<file path="src/rtl/seg7_scan_mux.sv">
// seg7_scan_mux: time-multiplexed N-digit 7-segment driver.
// The input word is snapshotted once per frame, each slot opens with an
// anti-ghosting blank window, and all outputs are registered (1-cycle latency).
// Optional feature macro SEG7_DIM_EN adds a brightness input with 16-step PWM dimming.
module seg7_scan_mux #(
  parameter int unsigned N_DIGITS     = 8,
  parameter int unsigned DIV          = 100000,
  parameter int unsigned BLANK_CYCLES = 1000,
  parameter int unsigned ACTIVE_LOW   = 1
) (
  input  logic                  clock,
  input  logic                  reset,
  input  logic [4*N_DIGITS-1:0] hex_in,
  input  logic [N_DIGITS-1:0]   dp_in,
  input  logic [N_DIGITS-1:0]   digit_en,
`ifdef SEG7_DIM_EN
  input  logic [3:0]            brightness,
`endif
  output logic [6:0]            segments,
  output logic                  dp,
  output logic [N_DIGITS-1:0]   anodes,
  output logic                  frame_start
);

  localparam int unsigned CNT_W = $clog2(DIV);
  localparam int unsigned IDX_W = (N_DIGITS > 1) ? $clog2(N_DIGITS) : 1;
  localparam logic [CNT_W-1:0] CNT_LAST  = CNT_W'(DIV - 1);
  localparam logic [CNT_W-1:0] CNT_BLANK = CNT_W'(BLANK_CYCLES);
  localparam logic [IDX_W-1:0] IDX_LAST  = IDX_W'(N_DIGITS - 1);
  localparam logic             OFF       = (ACTIVE_LOW != 0);

  logic [CNT_W-1:0]             cnt_q, cnt_d;
  logic [IDX_W-1:0]             idx_q, idx_d;
  logic [N_DIGITS-1:0][3:0]     shadow_hex_q, shadow_hex_d;
  logic [N_DIGITS-1:0]          shadow_dp_q, shadow_dp_d;
  logic [N_DIGITS-1:0]          shadow_en_q, shadow_en_d;
  logic                         init_q, init_d;
  logic [6:0]                   seg_q, seg_d;
  logic                         dp_q, dp_d;
  logic [N_DIGITS-1:0]          an_q, an_d;
  logic                         fs_q, fs_d;
  logic                         load_c;
  logic                         lit_c;
`ifdef SEG7_DIM_EN
  logic [3:0]                   pwm_q, pwm_d;
  logic [3:0]                   bright_q, bright_d;
`endif

  // Active-high gfedcba glyph for one hex nibble.
  function automatic logic [6:0] seg_decode(input logic [3:0] h);
    logic [6:0] s;
    case (h)
      4'h0:    s = 7'b0111111;
      4'h1:    s = 7'b0000110;
      4'h2:    s = 7'b1011011;
      4'h3:    s = 7'b1001111;
      4'h4:    s = 7'b1100110;
      4'h5:    s = 7'b1101101;
      4'h6:    s = 7'b1111101;
      4'h7:    s = 7'b0000111;
      4'h8:    s = 7'b1111111;
      4'h9:    s = 7'b1101111;
      4'hA:    s = 7'b1110111;
      4'hB:    s = 7'b1111100;
      4'hC:    s = 7'b0111001;
      4'hD:    s = 7'b1011110;
      4'hE:    s = 7'b1111001;
      default: s = 7'b1110001;
    endcase
    return s;
  endfunction

  // Next-state: slot prescaler, digit index, frame snapshot and output drive.
  always_comb begin
    cnt_d = cnt_q + CNT_W'(1);
    idx_d = idx_q;
    if (cnt_q == CNT_LAST) begin
      cnt_d = '0;
      idx_d = (idx_q == IDX_LAST) ? '0 : idx_q + IDX_W'(1);
    end

    // Load at the last cycle of a frame, or straight away after reset.
    load_c       = init_q || ((cnt_q == CNT_LAST) && (idx_q == IDX_LAST));
    shadow_hex_d = load_c ? hex_in   : shadow_hex_q;
    shadow_dp_d  = load_c ? dp_in    : shadow_dp_q;
    shadow_en_d  = load_c ? digit_en : shadow_en_q;
    // init always triggers a load, so it is cleared after its first cycle.
    init_d       = 1'b0;

    lit_c = (cnt_q >= CNT_BLANK) && shadow_en_q[idx_q];
`ifdef SEG7_DIM_EN
    pwm_d    = pwm_q + 4'd1;
    bright_d = load_c ? brightness : bright_q;
    lit_c    = lit_c && (pwm_q <= bright_q);
`endif

    seg_d = (lit_c ? seg_decode(shadow_hex_q[idx_q]) : 7'd0) ^ {7{OFF}};
    dp_d  = (lit_c & shadow_dp_q[idx_q]) ^ OFF;
    an_d  = (lit_c ? (N_DIGITS'(1) << idx_q) : '0) ^ {N_DIGITS{OFF}};
    fs_d  = load_c;
  end

  // State and output registers, synchronous reset.
  always_ff @(posedge clock) begin
    if (reset) begin
      cnt_q        <= '0;
      idx_q        <= '0;
      shadow_hex_q <= '0;
      shadow_dp_q  <= '0;
      shadow_en_q  <= '0;
      init_q       <= 1'b1;
      seg_q        <= {7{OFF}};
      dp_q         <= OFF;
      an_q         <= {N_DIGITS{OFF}};
      fs_q         <= 1'b0;
`ifdef SEG7_DIM_EN
      pwm_q        <= '0;
      bright_q     <= 4'hF;
`endif
    end else begin
      cnt_q        <= cnt_d;
      idx_q        <= idx_d;
      shadow_hex_q <= shadow_hex_d;
      shadow_dp_q  <= shadow_dp_d;
      shadow_en_q  <= shadow_en_d;
      init_q       <= init_d;
      seg_q        <= seg_d;
      dp_q         <= dp_d;
      an_q         <= an_d;
      fs_q         <= fs_d;
`ifdef SEG7_DIM_EN
      pwm_q        <= pwm_d;
      bright_q     <= bright_d;
`endif
    end
  end

  assign segments    = seg_q;
  assign dp          = dp_q;
  assign anodes      = an_q;
  assign frame_start = fs_q;

endmodule

</file>
<file path="config.mk">
export PLATFORM = sky130hd
export DESIGN_NAME = seg7_scan_mux
export DESIGN_NICKNAME = d
export VERILOG_FILES = /design/src/rtl/seg7_scan_mux.sv
export SDC_FILE = /design/constraint.sdc
export NUM_CORES = 1
export LEC_CHECK = 0
export CAP_MARGIN = 20
export CORE_ASPECT_RATIO = 0.5
export CORE_MARGIN = 1.5
export CORE_UTILIZATION = 28
export CTS_CLUSTER_DIAMETER = 40
export CTS_CLUSTER_SIZE = 12
export DETAILED_ROUTE_END_ITERATION = 8
export MAX_ROUTING_LAYER = met4
export REMOVE_ABC_BUFFERS = 1
export SLEW_MARGIN = 25
export SYNTH_ARGS = -nofsm -noshare
export SYNTH_HDL_FRONTEND = slang
export SYNTH_SLANG_ARGS = --single-unit
</file>
<file path="constraint.sdc">
create_clock -name clock -period 3.3 [get_ports clock]
set_input_delay 0.66 -clock clock [delete_from_list [all_inputs] [get_ports clock]]
set_output_delay 0.66 -clock clock [all_outputs]
set_load 0.1 [all_outputs]
</file>
**Yosys cells after proc, flatten, opt, wreduce, memory -nomap -nowiden**

Memory sizes are Yosys's and may differ from the RTL's.
Index checks and enable logic that the tools add are counted.
W data, S select, Z words.

- Bits in registers: 86
- ROM bits: 112
- Output and inout port bits: 17
- Logic and storage cells: 43
- Memories: 1

Memory list:

| memory | depth | bits a word | rd ports | clocked after Yosys merged registers in | wr ports | line | RTL |
|---|---|---|---|---|---|---|---|
| (no name shown) | 16 | 7 | 1 | 0 | 0 | 52 | `case (h)` |

- Add/subtract/negate cells: 2
- Magnitude comparators: 2
- Eq/ne operators: 2
- Shift-type cells: 1
- Muxes and demuxes: 10
- Bitwise logic cells: 4
- Reductions and logical operators: 4

Operators by type and width:

| cell | count |
|---|---|
| $add A17 B1 Y17 const B | 1 |
| $eq A17 B17 Y1 const B | 1 |
| $ge A17 B10 Y1 const B | 1 |
| $bmux W4 S3 | 1 |
| $mux W8 | 1 |
| $not A8 Y8 | 1 |
| $shl A1 B3 Y8 const A | 1 |
| $mux W7 | 1 |
| $not A7 Y7 | 1 |
| $bmux W1 S3 | 2 |
| $lt A3 B4 Y1 const B | 1 |
| $mux W4 | 1 |
| $add A3 B1 Y3 const B | 1 |
| $eq A3 B3 Y1 const B | 1 |
| $mux W1 | 3 |
| $mux W3 | 1 |
| $logic_and A1 B1 Y1 | 2 |
| $reduce_or A2 Y1 | 1 |
| $and A1 B1 Y1 | 1 |
| $logic_or A1 B1 Y1 | 1 |
| $not A1 Y1 | 1 |

**Longest topological paths before layout**

Gate-level depths: netlist of run 1.

- Depth in word-level cells: 5
- Gate-level depth with buffers: 10

**Worst setup path after synthesis of run 1**

Ideal clock, no wire load.

- Path kind: reg-to-reg
- Start point: register idx_q[0]
- End point: register seg_q[0], in the netlist segments[0]
- Arrival: 2.247 ns
- Required time: 3.175 ns
- Setup slack: 0.928 ns
- Cell stages (with the launch flop): 10
- Buffers on the path: 2
- Period minus slack after synthesis: 2.372 ns
- Cell sequence: dfxtp_1 -> buf_2 -> buf_2 -> mux4_2 -> nand2_1 -> nand2_1 -> ha_1 -> or3_1 -> o21ai_0 -> o21ai_0

- Word-level cells in the longest chain between the ends: 5

RTL lines:

| what | line | RTL |
|---|---|---|
| start: declaration | 33 | `logic [IDX_W-1:0] idx_q, idx_d;` |
| start signal: assignment | 122 | `idx_q <= idx_d;` |
| $bmux W4 S3 or $bmux W1 S3 (tied branches) | 97, 90 |  |
| $mux W4 (not written as such) or $mux W1 (tied branches) | 97, 90 |  |
| $mem_v2 Z16 W7 or $logic_and A1 B1 Y1 (tied branches) | -- |  |
| $mux W7 * | 97 | `seg_d = (lit_c ? seg_decode(shadow_hex_q[idx_q]) : 7'd0) ^ {7{OFF}};` |
| $not A7 Y7 (no line) * | -- |  |
| end signal: assignment | 112 | `seg_q <= {7{OFF}};` |
| end signal: assignment | 127 | `seg_q <= seg_d;` |
| end: declaration | 38 | `logic [6:0] seg_q, seg_d;` |

Mark *: on every way between the ends. The rest lies on a longest branch, timed or not. The select of a mux whose other input is x is not followed.
A chain may end at the register's enable or synchronous reset.

**Worst setup path in the final report of run 1**

- Start point: register idx_q[0]
- End point: register shadow_hex_q[30] (netlist bit)

- Word-level cells in the longest chain between the ends: 3

RTL lines:

| what | line | RTL |
|---|---|---|
| $eq A3 B3 Y1 | 83 | `load_c = init_q \|\| ((cnt_q == CNT_LAST) && (idx_q == IDX_LAST));` |
| $logic_and A1 B1 Y1 | 83 |  |
| $logic_or A1 B1 Y1 | 83 |  |
| end signal: assignment | 123 | `shadow_hex_q <= shadow_hex_d;` |
| end: declaration | 34 | `logic [N_DIGITS-1:0][3:0] shadow_hex_q, shadow_hex_d;` |

No other way between the ends.

==> flow_summary_export.csv, run 1 <==
group,metric,value,unit
logic_synthesis,ys.flop_type,"dfxtp_1",
pwr,power.share.clock,42.4,%
min_path,hp-class,"reg2reg",
final_layout,fill_cells,1303,
clock_network,cts_tree,"done",
logic_synthesis,yosysWarnings,0,
placement,dp.cells,634,
clock_network,clockBufferDepth,2,
die,start_util,29.2,%
worst_setup_path,reg2reg_from,"idx_q[0]",
clock_network,hold_buffers,0,
logic_synthesis,ys_seq_area_share,45.9,%
timing,drv_slew,0,
detailed_routing,wl_per_cell,12.6,µm
worst_setup_path,regToRegSetupSlack,0.80,ns
logic_synthesis,synth_top_area_share,45.9,%
timing,finalHoldViolCount,0,
pwr,vdd_drop_max,0.172,mV
worst_setup_path,slowest_stage,"dfxtp_1",
pwr,cellInternalPower,1750,µW
worst_setup_path,critical_path.max_stage_delay,0.66,ns
detailed_routing,first_iter_violations,169,
pwr,p_leak,0.00179,µW
timing,worst_pin_slew,0.928,ns
pwr,seq_power_share,48.9,%
timing,tns,0,ns
worst_setup_path,crit_fanout,31,
die,dieArea,14100,µm²
final_layout,syn_to_final_growth,27.5,%
timing,relSlewSlack,38.2,%
clock_network,clock-root-buffer,"clkbuf_16",
pwr,p_comb_share,8.7,%
clock_network,cts-resized-gates,0,
worst_setup_path,start_kind,"flip-flop",
detailed_routing,vias_per_cell,4.53,
pwr,net-switching-power,484,µW
job,maxCapViolCount,0,
logic_synthesis,synth_edf_count,0,
placement,dpl.hpwl,5710,µm
placement,dp_slack,0.722,ns
global_route,grt_pass1_wl,13700,µm
worst_setup_path,crit_type,"reg2reg",
final_layout,register_area,1720,µm²
detailed_routing,vias,2937,
die,die_h,84.8,µm
clock_network,clk-insertion-delay-late,0.33,ns
final_layout,stdcell_count,648,
worst_setup_path,crit_family,"compound AO/OA/AOI/OAI gates",
final_layout,multi_input_area,1870,µm²
clock_network,numClockSinks,86,
timing,rsz0062_at_grt,"no",
run_status,outcome,"finished clean",
logic_synthesis,ys_ff_latch,86,
worst_setup_path,startpoint,"idx_q[0]",
global_route,gr-total-overflow,0,
logic_synthesis,synth_cell_types,37,
clock_network,numCtsBuffers,9,
pwr,power_density,468,nW/µm²
die,row_count,29,
timing,setup_violations,0,
global_route,antenna_found_initial,0,
logic_synthesis,async_flop_share,0,%
final_layout,drive_gt1_share,15.9,%
die,die_w,167,µm
logic_synthesis,netlist_area,3750,µm²
detailed_routing,drtAntennaViolNets,0,
worst_setup_path,cp.arrival,2.75,ns
detailed_routing,wl,8150,µm
logic_synthesis,synth_cells,416,
clock_network,post_cts_buffers,0,
global_route,grt_max_degree,56,
final_layout,diodes,0,
worst_setup_path,critical_path.cell_chain,"buf_4, ha_1, ha_1, a21o_2, buf_4, nand2_1, a21oi_1",
placement,numPortBuffers,66,
placement,gp_congestion,0.798,
global_route,grt_usage,12.6,%
min_path,hp-start,"shadow_dp_q[0]",
clock_network,h-tree-depth,3,
logic_synthesis,yosysTopAreaCell,"dfxtp_1",
global_route,grt_pass1_vias,2842,
logic_synthesis,ys_top_cells_by_area,"dfxtp_1 46%, nand2_1 11%, mux4_2 7.2%",
timing,fin_crit_sh,75.8,%
worst_setup_path,cp.required,3.55,ns
final_layout,utilization,37.2,%
final_layout,nets,539,
timing,period_needed,2.50,ns
clock_network,path_clk_slew,0.06,ns
timing,skew,0.00496,ns
worst_setup_path,worst-path-buf-inv,2,
logic_synthesis,avgSynthCellArea,9.01,µm²
detailed_routing,dr.pass1.iters,4,
die,io_pins,67,
timing,fmax,400,MHz
timing,layout_setup_ws,0.799,ns
pwr,swShare,21.6,%
die,fp.coreArea,12800,µm²
detailed_routing,drc,0,
worst_setup_path,worst_setup_path_end_kind,"flip-flop",
-- tightest hold or removal path: cells and delay by family, from the launching register on --
| kind | cells | cell delay, ns |
|---|---|---|
| flip-flops | 1 | 0.31 |
| AND/OR/NAND/NOR | 1 | 0.05 |
| AO/OA/AOI/OAI | 1 | 0.05 |
-- layer usage --
layer	up-vias	GRT usage, %	part of all wire, %
li1	1517	-	-
met2	34	19.1	45
met4	0	4.21	1.2
met3	9	3.49	3.4
met1	1377	16.2	50
met5	-	-	0
-- final timing paths --
kind / end / cells after the start
worst max-delay path: shadow_hex_q[30] / 7
worst min-delay path: shadow_dp_q[0] / 2
worst max register to register: shadow_hex_q[30] / 7
worst min register to register: shadow_dp_q[0] / 2
-- power by group through the flow --
stage | sequential, µW | combinational, µW | clock (µW)
5_1_grt | 1100 | 216 | 1010
6_report | 1090 | 194 | 948
2_1_floorplan | 1120 | 92.6 | 0
3_3_place_gp | 1120 | 195 | 0
3_5_place_dp | 1120 | 195 | 0
4_1_cts | 1090 | 196 | 969
-- cell type report --
class	instances	share of cell area (%)
multi-input cells	295	39.1
well taps	170	4.45
inverters	9	0.707
clock inverters	2	0.733
repair buffers	74	14.1
clock buffers	12	4.95
flip-flops and latches	86	36.0
-- flip-flops by register name (all words and copies together) (netlist names), 3 cells and up --
| name | cells |
|---|---|
| shadow_hex_q | 32 |
| cnt_q | 17 |
| anodes | 8 |
| shadow_dp_q | 8 |
| shadow_en_q | 8 |
| segments | 7 |
| idx_q | 3 |
-- kinds of logic after synthesis --
logic type               synth area share [%]
AND/OR/NAND/NOR                          21.3
multiplexers                             9.65
adder cells (fa/ha/maj)                  4.67
XOR/XNOR                                 2.57
flip-flops                               45.9
buffers and inverters                    4.54
AO/OA/AOI/OAI                            11.4
-- stage by stage --
step                      cell area [µm²]  total power [µW]  hold slack [ns]
after CTS                            4780              2260            0.451
after floorplan                      3610              1210            0.423
after global routing                 4780              2320            0.464
after detailed placement             4510              1310            0.443
final                                4780              2240            0.449
after global placement               4510              1310            0.437
-- placed cells by master (no fill, tap or decap), drive strengths merged, types with 3 or more instances in the layout --
cell type	synthesis	routed
a21oi	57	57
inv	9	9
mux4	12	12
nand4	3	3
ha	14	14
clkdlybuf4s50	0	48
o221ai	3	3
nand3	11	11
o21ai	6	6
mux2i	8	8
clkbuf	11	12
nand2	121	121
dfxtp	86	86
nor2	22	22
xnor2	5	5
o211ai	4	4
or3	5	5
xor2	6	6
buf	15	26
-- Yosys cell counts, types with 2 or more instances --
cell        n
ha_1       14
buf_2      10
a21oi_1    47
nor2b_1     2
nand2_2    10
or3_1       5
nand2_1   111
xnor2_1     5
clkbuf_1   11
or2_2       2
and3_1      2
buf_6       3
inv_1       9
o21ai_0     6
xor2_1      6
a21oi_2    10
nand3_1    11
nor2_1     22
dfxtp_1    86
nand4_1     3
o211ai_1    4
o221ai_1    3
and4_1      2
mux2i_1     8
mux4_2     12
(Power assumes the default switching activity.)
==> run 2: changes to the inputs <==
==> constraint.sdc (replaced) <==
create_clock -name clock -period 2.4 [get_ports clock]
set_input_delay 0.48 -clock clock [delete_from_list [all_inputs] [get_ports clock]]
set_output_delay 0.48 -clock clock [all_outputs]
set_load 0.1 [all_outputs]
==> run 2 against run 1 <==
Combinational power grew 43%. Clock skew is 0.0015 ns higher. Clock power up 46%. Maximum frequency increased by 15%. Critical endpoint is now segments[0]. Total power grew 41%. Highest routed layer unchanged. Utilization increased by 1.1 points.
==> flow_summary_export.csv, run 2 (synthesis gave the netlist of run 1 again) <==
group,metric,value,unit
die,die_h,84.8,µm
timing,hold_slack,0.450,ns
timing,skew,0.00645,ns
pwr,p_comb_share,8.8,%
timing,relSlewSlack,57.6,%
pwr,vdd_drop_max,0.326,mV
global_route,gr-total-overflow,0,
timing,finalHoldViolCount,0,
final_layout,mostFrequentLayoutCells,"111 x nand2_1, 85 x dfxtp_1, 48 x clkdlybuf4s50_1, 45 x a21oi_1, 34 x buf_4",
pwr,power_density,642,nW/µm²
timing,rsz0062_at_grt,"no",
worst_setup_path,critical_path.max_stage_delay,0.53,ns
clock_network,clock-root-buffer,"clkbuf_16",
timing,drv_slew,0,
pwr,seq_power_share,47.7,%
worst_setup_path,crit_family,"multiplexers",
worst_setup_path,crit_top_cell,"o21ai_0",
global_route,grt_pass1_vias,3030,
pwr,power.share.clock,43.5,%
worst_setup_path,crit_fanout,8,
global_route,use_met1,16.0,%
clock_network,path_clk_slew,0.06,ns
global_route,antenna_found_initial,0,
worst_setup_path,regToRegSetupSlack,0.23,ns
job,maxCapViolCount,0,
final_layout,syn_to_final_growth,31.3,%
run_status,outcome,"finished clean",
detailed_routing,drtAntennaViolNets,0,
die,row_count,29,
final_layout,largest_reg_flops,32,
detailed_routing,vias_per_cell,4.51,
clock_network,clockBufferDepth,2,
timing,period_needed,2.17,ns
placement,numPortBuffers,66,
global_route,grtUsageMet2,21.2,%
worst_setup_path,cp.arrival,2.35,ns
die,io_pins,67,
pwr,cellInternalPower,2460,µW
worst_setup_path,crit_type,"reg2reg",
detailed_routing,drc,0,
worst_setup_path,cp.required,2.58,ns
die,start_util,29.2,%
detailed_routing,wl,8430,µm
global_route,grt_max_degree,55,
final_layout,final_common_cell,"nand2_1",
global_route,grt_pass1_wl,14400,µm
global_route,met3_usage,3.72,%
clock_network,clk-insertion-delay-late,0.33,ns
final_layout,top_regs,"shadow_hex_q: 32 flops, cnt_q: 17 flops",
detailed_routing,wl_per_cell,12.7,µm
die,die_w,167,µm
final_layout,diodes,0,
die,dieArea,14100,µm²
final_layout,nets,550,
timing,worst_pin_slew,0.637,ns
clock_network,cts_tree,"done",
timing,fin_crit_sh,90.3,%
clock_network,numCtsBuffers,9,
clock_network,numClockSinks,86,
detailed_routing,vias,2980,
worst_setup_path,slowest_stage,"mux4_2",
detailed_routing,dr.pass1.iters,7,
min_path,hp-class,"reg2reg",
worst_setup_path,start_kind,"flip-flop",
worst_setup_path,worst_setup_path_end_kind,"flip-flop",
pwr,net-switching-power,699,µW
worst_setup_path,worst-path-buf-inv,1,
final_layout,drive_gt1_share,18.9,%
worst_setup_path,critical_path.cell_chain,"buf_4, mux4_2, mux2_2, or3_1, o21ai_0, o21ai_0",
detailed_routing,first_iter_violations,121,
die,fp.coreArea,12800,µm²
global_route,top_usage_layer,"met2",
placement,gp_congestion,0.800,
final_layout,regMostFlops,"shadow_hex_q",
timing,setup_violations,0,
pwr,swShare,22.1,%
pwr,p_leak,0.00188,µW
global_route,grt_usage,13.0,%
placement,dpl.hpwl,6240,µm
final_layout,fin_area,4920,µm²
timing,fmax,461,MHz
placement,placed_cell_area,4620,µm²
timing,tns,0,ns
clock_network,h-tree-depth,3,
[run 2: worst paths after layout]
| kind | start | end | cells after the start |
|---|---|---|---|
| setup / recovery | idx_q[0] | segments[0] | 6 |
| hold / removal | shadow_dp_q[7] | shadow_dp_q[7] | 2 |
| setup reg to reg | idx_q[0] | segments[0] | 6 |
| hold reg to reg | shadow_dp_q[7] | shadow_dp_q[7] | 2 |
[run 2: worst min-delay path, delay by kind of cell (launching register included)]
family	cells	cell delay, ns
AO/OA/AOI/OAI	1	0.05
flip-flops	1	0.30
AND/OR/NAND/NOR	1	0.05
[run 2: final cells by class]
cell class	count	area (µm²)
fill	1314	7920
multi-input combinational	295	1870
sequential	86	1720
timing repair buffer	85	781
clock buffer	11	243
tap	170	213
clock inverter	5	57.6
inverter	9	33.8
[run 2: repair_timing]
item | in CTS | in global routing
endpoints found under the setup margin | 0 | 7
gates resized for setup | 0 | 2
buffers inserted | 0 | 0
hold buffers | 0 | 0
[run 2: per-stage QoR]
stage               cells  utilization (%)  total power [µW]  worst slack [ns]
detailed placement    645             35.9              1820            0.0674
finish                661             38.3              3160             0.232
global route          661             38.3              3310             0.122
floorplan             390                -              1660            -0.834
global placement      645             35.9              1820             0.160
CTS                   661             38.3              3200            0.0495
[run 2: power groups by stage]
stage | clock network [µW] | registers (µW) | logic (µW)
floorplan | 0 | 1530 | 127
global placement | 0 | 1540 | 277
detailed placement | 0 | 1540 | 280
CTS | 1410 | 1510 | 281
global route | 1490 | 1510 | 308
finish | 1380 | 1510 | 278
[run 2: routing by layer]
metal / vias up / wire [µm]
li1: 1539 / -
met1: 1385 / 4070
met2: 51 / 3970
met3: 5 / 312
met4: 0 / 77
met5: - / 0
==> run 3: changes to the inputs <==
--- a/config.mk
+++ b/config.mk
@@ -5,10 +5,12 @@
 export SDC_FILE = /design/constraint.sdc
 export NUM_CORES = 1
 export LEC_CHECK = 0
+export ABC_CLOCK_PERIOD_IN_PS = 2400
 export CAP_MARGIN = 20
 export CORE_ASPECT_RATIO = 0.5
 export CORE_MARGIN = 1.5
 export CORE_UTILIZATION = 28
+export CTS_BUF_LIST = sky130_fd_sc_hd__clkbuf_8 sky130_fd_sc_hd__clkbuf_16
 export CTS_CLUSTER_DIAMETER = 40
 export CTS_CLUSTER_SIZE = 12
 export DETAILED_ROUTE_END_ITERATION = 8
==> run 3 against run 2 <==
Clock power barely moved. Critical path depth unchanged. Final area unchanged. Critical path type unchanged. Critical endpoint unchanged. Via count unchanged. Largest power group unchanged. Sequential power hardly changed.
==> flow_summary_export.csv, run 3 (synthesis gave the netlist of run 1 again) <==
group,metric,value,unit
timing,hold_slack,0.450,ns
detailed_routing,dr.pass1.iters,7,
timing,rsz0062_at_grt,"no",
timing,setup_violations,0,
detailed_routing,vias_per_cell,4.51,
global_route,gr-total-overflow,0,
global_route,grt_max_degree,55,
clock_network,numClockSinks,86,
worst_setup_path,crit_type,"reg2reg",
timing,relSlewSlack,57.6,%
worst_setup_path,crit_fanout,8,
worst_setup_path,worst_setup_path_end_kind,"flip-flop",
pwr,p_leak,0.00188,µW
placement,dp.cells,645,
global_route,grt_pass1_wl,14400,µm
clock_network,h-tree-depth,3,
global_route,antenna_found_initial,0,
die,row_count,29,
timing,drv_slew,0,
job,maxCapViolCount,0,
clock_network,path_clk_slew,0.06,ns
placement,gp_congestion,0.800,
timing,finalHoldViolCount,0,
clock_network,numCtsBuffers,9,
final_layout,fill_cells,1314,
detailed_routing,vias,2980,
final_layout,diodes,0,
global_route,grt_pass1_vias,3030,
timing,tns,0,ns
final_layout,largest_reg_flops,32,
clock_network,cts_tree,"done",
min_path,hp-start,"shadow_dp_q[7]",
die,start_util,29.2,%
final_layout,syn_to_final_growth,31.3,%
timing,period_needed,2.17,ns
worst_setup_path,startpoint,"idx_q[0]",
die,die_h,84.8,µm
worst_setup_path,cp.arrival,2.35,ns
worst_setup_path,r2r-end,"segments[0]",
timing,fmax,461,MHz
global_route,grt_usage,13.0,%
die,die_w,167,µm
detailed_routing,drc,0,
worst_setup_path,reg2reg_from,"idx_q[0]",
placement,placed_cell_area,4620,µm²
timing,skew,0.00657,ns
worst_setup_path,cp.required,2.58,ns
placement,dpl.hpwl,6240,µm
placement,numPortBuffers,66,
worst_setup_path,start_kind,"flip-flop",
pwr,power_density,642,nW/µm²
final_layout,top_regs,"shadow_hex_q: 32 flops, cnt_q: 17 flops",
die,fp.coreArea,12800,µm²
min_path,whs_endpoint,"shadow_dp_q[7]",
pwr,vdd_drop_max,0.326,mV
die,io_pins,67,
final_layout,stdcell_count,661,
run_status,outcome,"finished clean",
clock_network,clk-insertion-delay-late,0.33,ns
worst_setup_path,regToRegSetupSlack,0.23,ns
clock_network,clockBufferDepth,2,
final_layout,drive_gt1_share,18.9,%
detailed_routing,first_iter_violations,121,
final_layout,fin_area,4920,µm²
detailed_routing,drtAntennaViolNets,0,
final_layout,nets,550,
timing,fin_crit_sh,90.3,%
die,dieArea,14100,µm²
min_path,hold_path_depth,2,
detailed_routing,wl,8430,µm
timing,worst_pin_slew,0.637,ns
clock_network,clock-root-buffer,"clkbuf_16",
final_layout,regMostFlops,"shadow_hex_q",
worst_setup_path,rr_worst_depth,6,
detailed_routing,wl_per_cell,12.7,µm
final_layout,mostFrequentLayoutCells,"111 x nand2_1, 85 x dfxtp_1, 48 x clkdlybuf4s50_1, 45 x a21oi_1, 34 x buf_4",
min_path,hp-class,"reg2reg",
final_layout,final_common_cell,"nand2_1",
final_layout,utilization,38.3,%
-- run 3: changes by cell type in the layout (fill, tap and decap cells not counted), sizes merged --
cell,delta
inv,+1
clkbuf,-1
-- run 3: what timing repair did --
item,4_1_cts,5_1_grt
gates resized for setup,0,2
setup endpoints to repair,0,7
hold buffers,0,0
setup buffers,0,0
endpoints found under the hold margin,0,0
-- run 3: where the power goes --
part | switching (µW) | internal [µW] | total [µW]
Combinational | 131 | 147 | 278
Sequential | 28.2 | 1480 | 1510
Clock | 541 | 832 | 1370
Total | 700 | 2460 | 3160
-- run 3: final cells by class --
class	count	area [µm²]	area share [%]
timing repair buffer	85	781	15.9
sequential	86	1720	35.0
clock inverter	6	61.3	1.25
tap	170	213	4.32
multi-input combinational	295	1870	38.0
clock buffer	10	239	4.86
inverter	9	33.8	0.686
-- run 3: critical path, cell delays in order, from the launching register on --
cell and delay, ns:
dfxtp_2 0.45, buf_4 0.22, mux4_2 0.53, mux2_2 0.29
or3_1 0.34, o21ai_0 0.07, o21ai_0 0.11
-- run 3: through the flow --
stage / worst slack (ns) / total power [µW]
floorplan: -0.834 / 1660
global placement: 0.160 / 1820
detailed placement: 0.0674 / 1820
CTS: 0.0495 / 3190
global route: 0.122 / 3300
finish: 0.232 / 3160
-- run 3: worst max path at each step --
stage	end	slack [ns]	depth (start not counted)
5_1_grt	segments[0]	0.12	6
3_5_place_dp	segments[0]	0.07	6
2_1_floorplan	shadow_hex_q[0]	-0.83	5
4_1_cts	segments[0]	0.05	6
6_report	segments[0]	0.23	6
3_3_place_gp	segments[0]	0.16	6
-- run 3: layer usage --
metal  wire length, µm  track usage, %  part of all wire [%]
met2              3970            21.2                    47
met5                 0               -                     0
met3               312            3.72                   3.7
met1              4070            16.0                    48
met4                77            3.22                  0.91
==> edit: new RTL, config.mk and constraints of run 2 <==
`BLANK_CYCLES`: 1000 -> 512.
--- a/src/rtl/seg7_scan_mux.sv
+++ b/src/rtl/seg7_scan_mux.sv
@@ -6,5 +6,5 @@
   parameter int unsigned N_DIGITS     = 8,
   parameter int unsigned DIV          = 100000,
-  parameter int unsigned BLANK_CYCLES = 1000,
+  parameter int unsigned BLANK_CYCLES = 512,
   parameter int unsigned ACTIVE_LOW   = 1
 ) (
Formal check against the unedited RTL: same outputs for any inputs over 10 cycles, from zero or initial values and one cycle with reset high; that may be too few to reach the edited logic, so the function may still have changed.
==> edit against run 2 <==
  * Hold slack lost 0.0024 ns
  * Critical path depth grew 2
  * Setup slack lost 0.013 ns
  * Design area shrank 2.5%
  * Non-clock buffer count shrank 5
  * Sequential cell count is the same
  * Power shrank 4.0%
  * Wire length shrank 0.82%
  * Largest cell class unchanged
  * Synthesized area shrank 2.0%
  * Count of clock-buffer cells in the layout grew 1
==> edit: results <==
export IMPL_synthAdderAreaFrac_pct=4.77
export IMPL_max_slew_worst_pin_slew_ns=0.656
export IMPL_synthMuxAreaShare_pct=8.92
export IMPL_status="finished, final reports clean"
export IMPL_place_hpwl_um=5980
export IMPL_seq_area_frac_synth_pct=46.9
export IMPL_r2r_cells=8
export IMPL_grt_max_degree=40
export IMPL_cp_slowest_cell="dfxtp_1"
export IMPL_grt_usage_pct=13.3
export IMPL_drive_gt1_share_pct=13.0
export IMPL_r2r_start="cnt_q[0]"
export IMPL_critPathLaunch="cnt_q[0]"
export IMPL_dpl_cell_area_mm2=0.00453
export IMPL_yosysUniqueCellTypes=38
export IMPL_met3_length_um=191
export IMPL_dr_total_vias=3018
export IMPL_cp_max_fo=39
export IMPL_cpPeakStageDelay_ns=0.39
export IMPL_yosys_top_cells_area="dfxtp_1 47%, nand2_1 12%, a21oi_1 7.4%, mux4_2 6.1%, ha_1 4.8%"
export IMPL_synth_common_cells="115 x nand2_1, 86 x dfxtp_1, 54 x a21oi_1"
export IMPL_grt_pass1_wl_um=14100
export IMPL_hold_start="shadow_hex_q[26]"
export IMPL_r2r_end="shadow_hex_q[2]"
export IMPL_drtIter0Drc=129
export IMPL_wirelength_um=8360
export IMPL_met3_usage_pct=3.18
export IMPL_yosys_area_share_xor_xnor_pct=3.58
export IMPL_irDropWorstVdd_mv=0.319
export IMPL_critical_path_top_delay_family="simple AND/OR/NAND/NOR gates"
export IMPL_place_ws_ns=0.145
export IMPL_wl_met2_um=3930
export IMPL_leakage_nw=1.81
export IMPL_met1_length_um=4110
export IMPL_critPathArrivalTime_ns=2.45
export IMPL_synth_compound_area_share_pct=10.1
export IMPL_gr_usage_met2_pct=20.6
export IMPL_finClkSkew_ns=0.00729
edit: cell count changes after synthesis, sizes merged, moves of 2 or more:
cell and delta:
nor4 +3, xor2 +4, mux4 -2, o21ai -5, nor2 +10, or3 -5, nor3 +4, buf -2
a21oi -3, nand2 -6, and3 -2
edit: kinds of logic (layout without fill, tap and decap cells):
logic type / count (synthesis) / after routing
simple gates: 183 / 183
buf+inv: 34 / 106
flops: 86 / 86
mux: 20 / 20
xor+xnor: 15 / 15
fa+ha+maj: 14 / 14
compound gates: 67 / 67
edit: cell type report:
class / count / area, µm²
fillers: 1301 / 7940
multi-input cells: 299 / 1810
flip-flops and latches: 86 / 1720
repair buffers: 80 / 743
clock buffers: 12 / 246
well taps: 170 / 213
inverters: 10 / 37.5
clock inverters: 4 / 22.5
edit: stage by stage:
step / util [%] / instances
floorplan: - / 395
global placement: 35.6 / 645
detailed placement: 35.6 / 645
CTS: 37.7 / 661
global route: 37.7 / 661
finish: 37.7 / 661
edit: how the worst max path moves through the flow:
stage | slack (ns) | cells past startpoint | end
final | 0.22 | 8 | shadow_hex_q[2]
after global routing | 0.02 | 8 | shadow_hex_q[30]
after CTS | 0.13 | 7 | segments[3]
after detailed placement | 0.15 | 7 | segments[3]
after global placement | 0.18 | 7 | segments[3]
after floorplan | -0.80 | 5 | shadow_dp_q[0]
edit: worst reg2reg max path, stage by stage, from the launching register on:
cell and delay (ns):
dfxtp_1 0.39, ha_1 0.24, nand4_1 0.25, nor4_4 0.35
buf_4 0.22, a21o_1 0.20, buf_12 0.21, nand2_1 0.12
a21oi_1 0.14
edit: power by group:
part / internal (mW) / switching [mW]
clock: 0.724 / 0.538
combinational: 0.139 / 0.126
sequential: 1.48 / 0.0285
total: 2.34 / 0.693
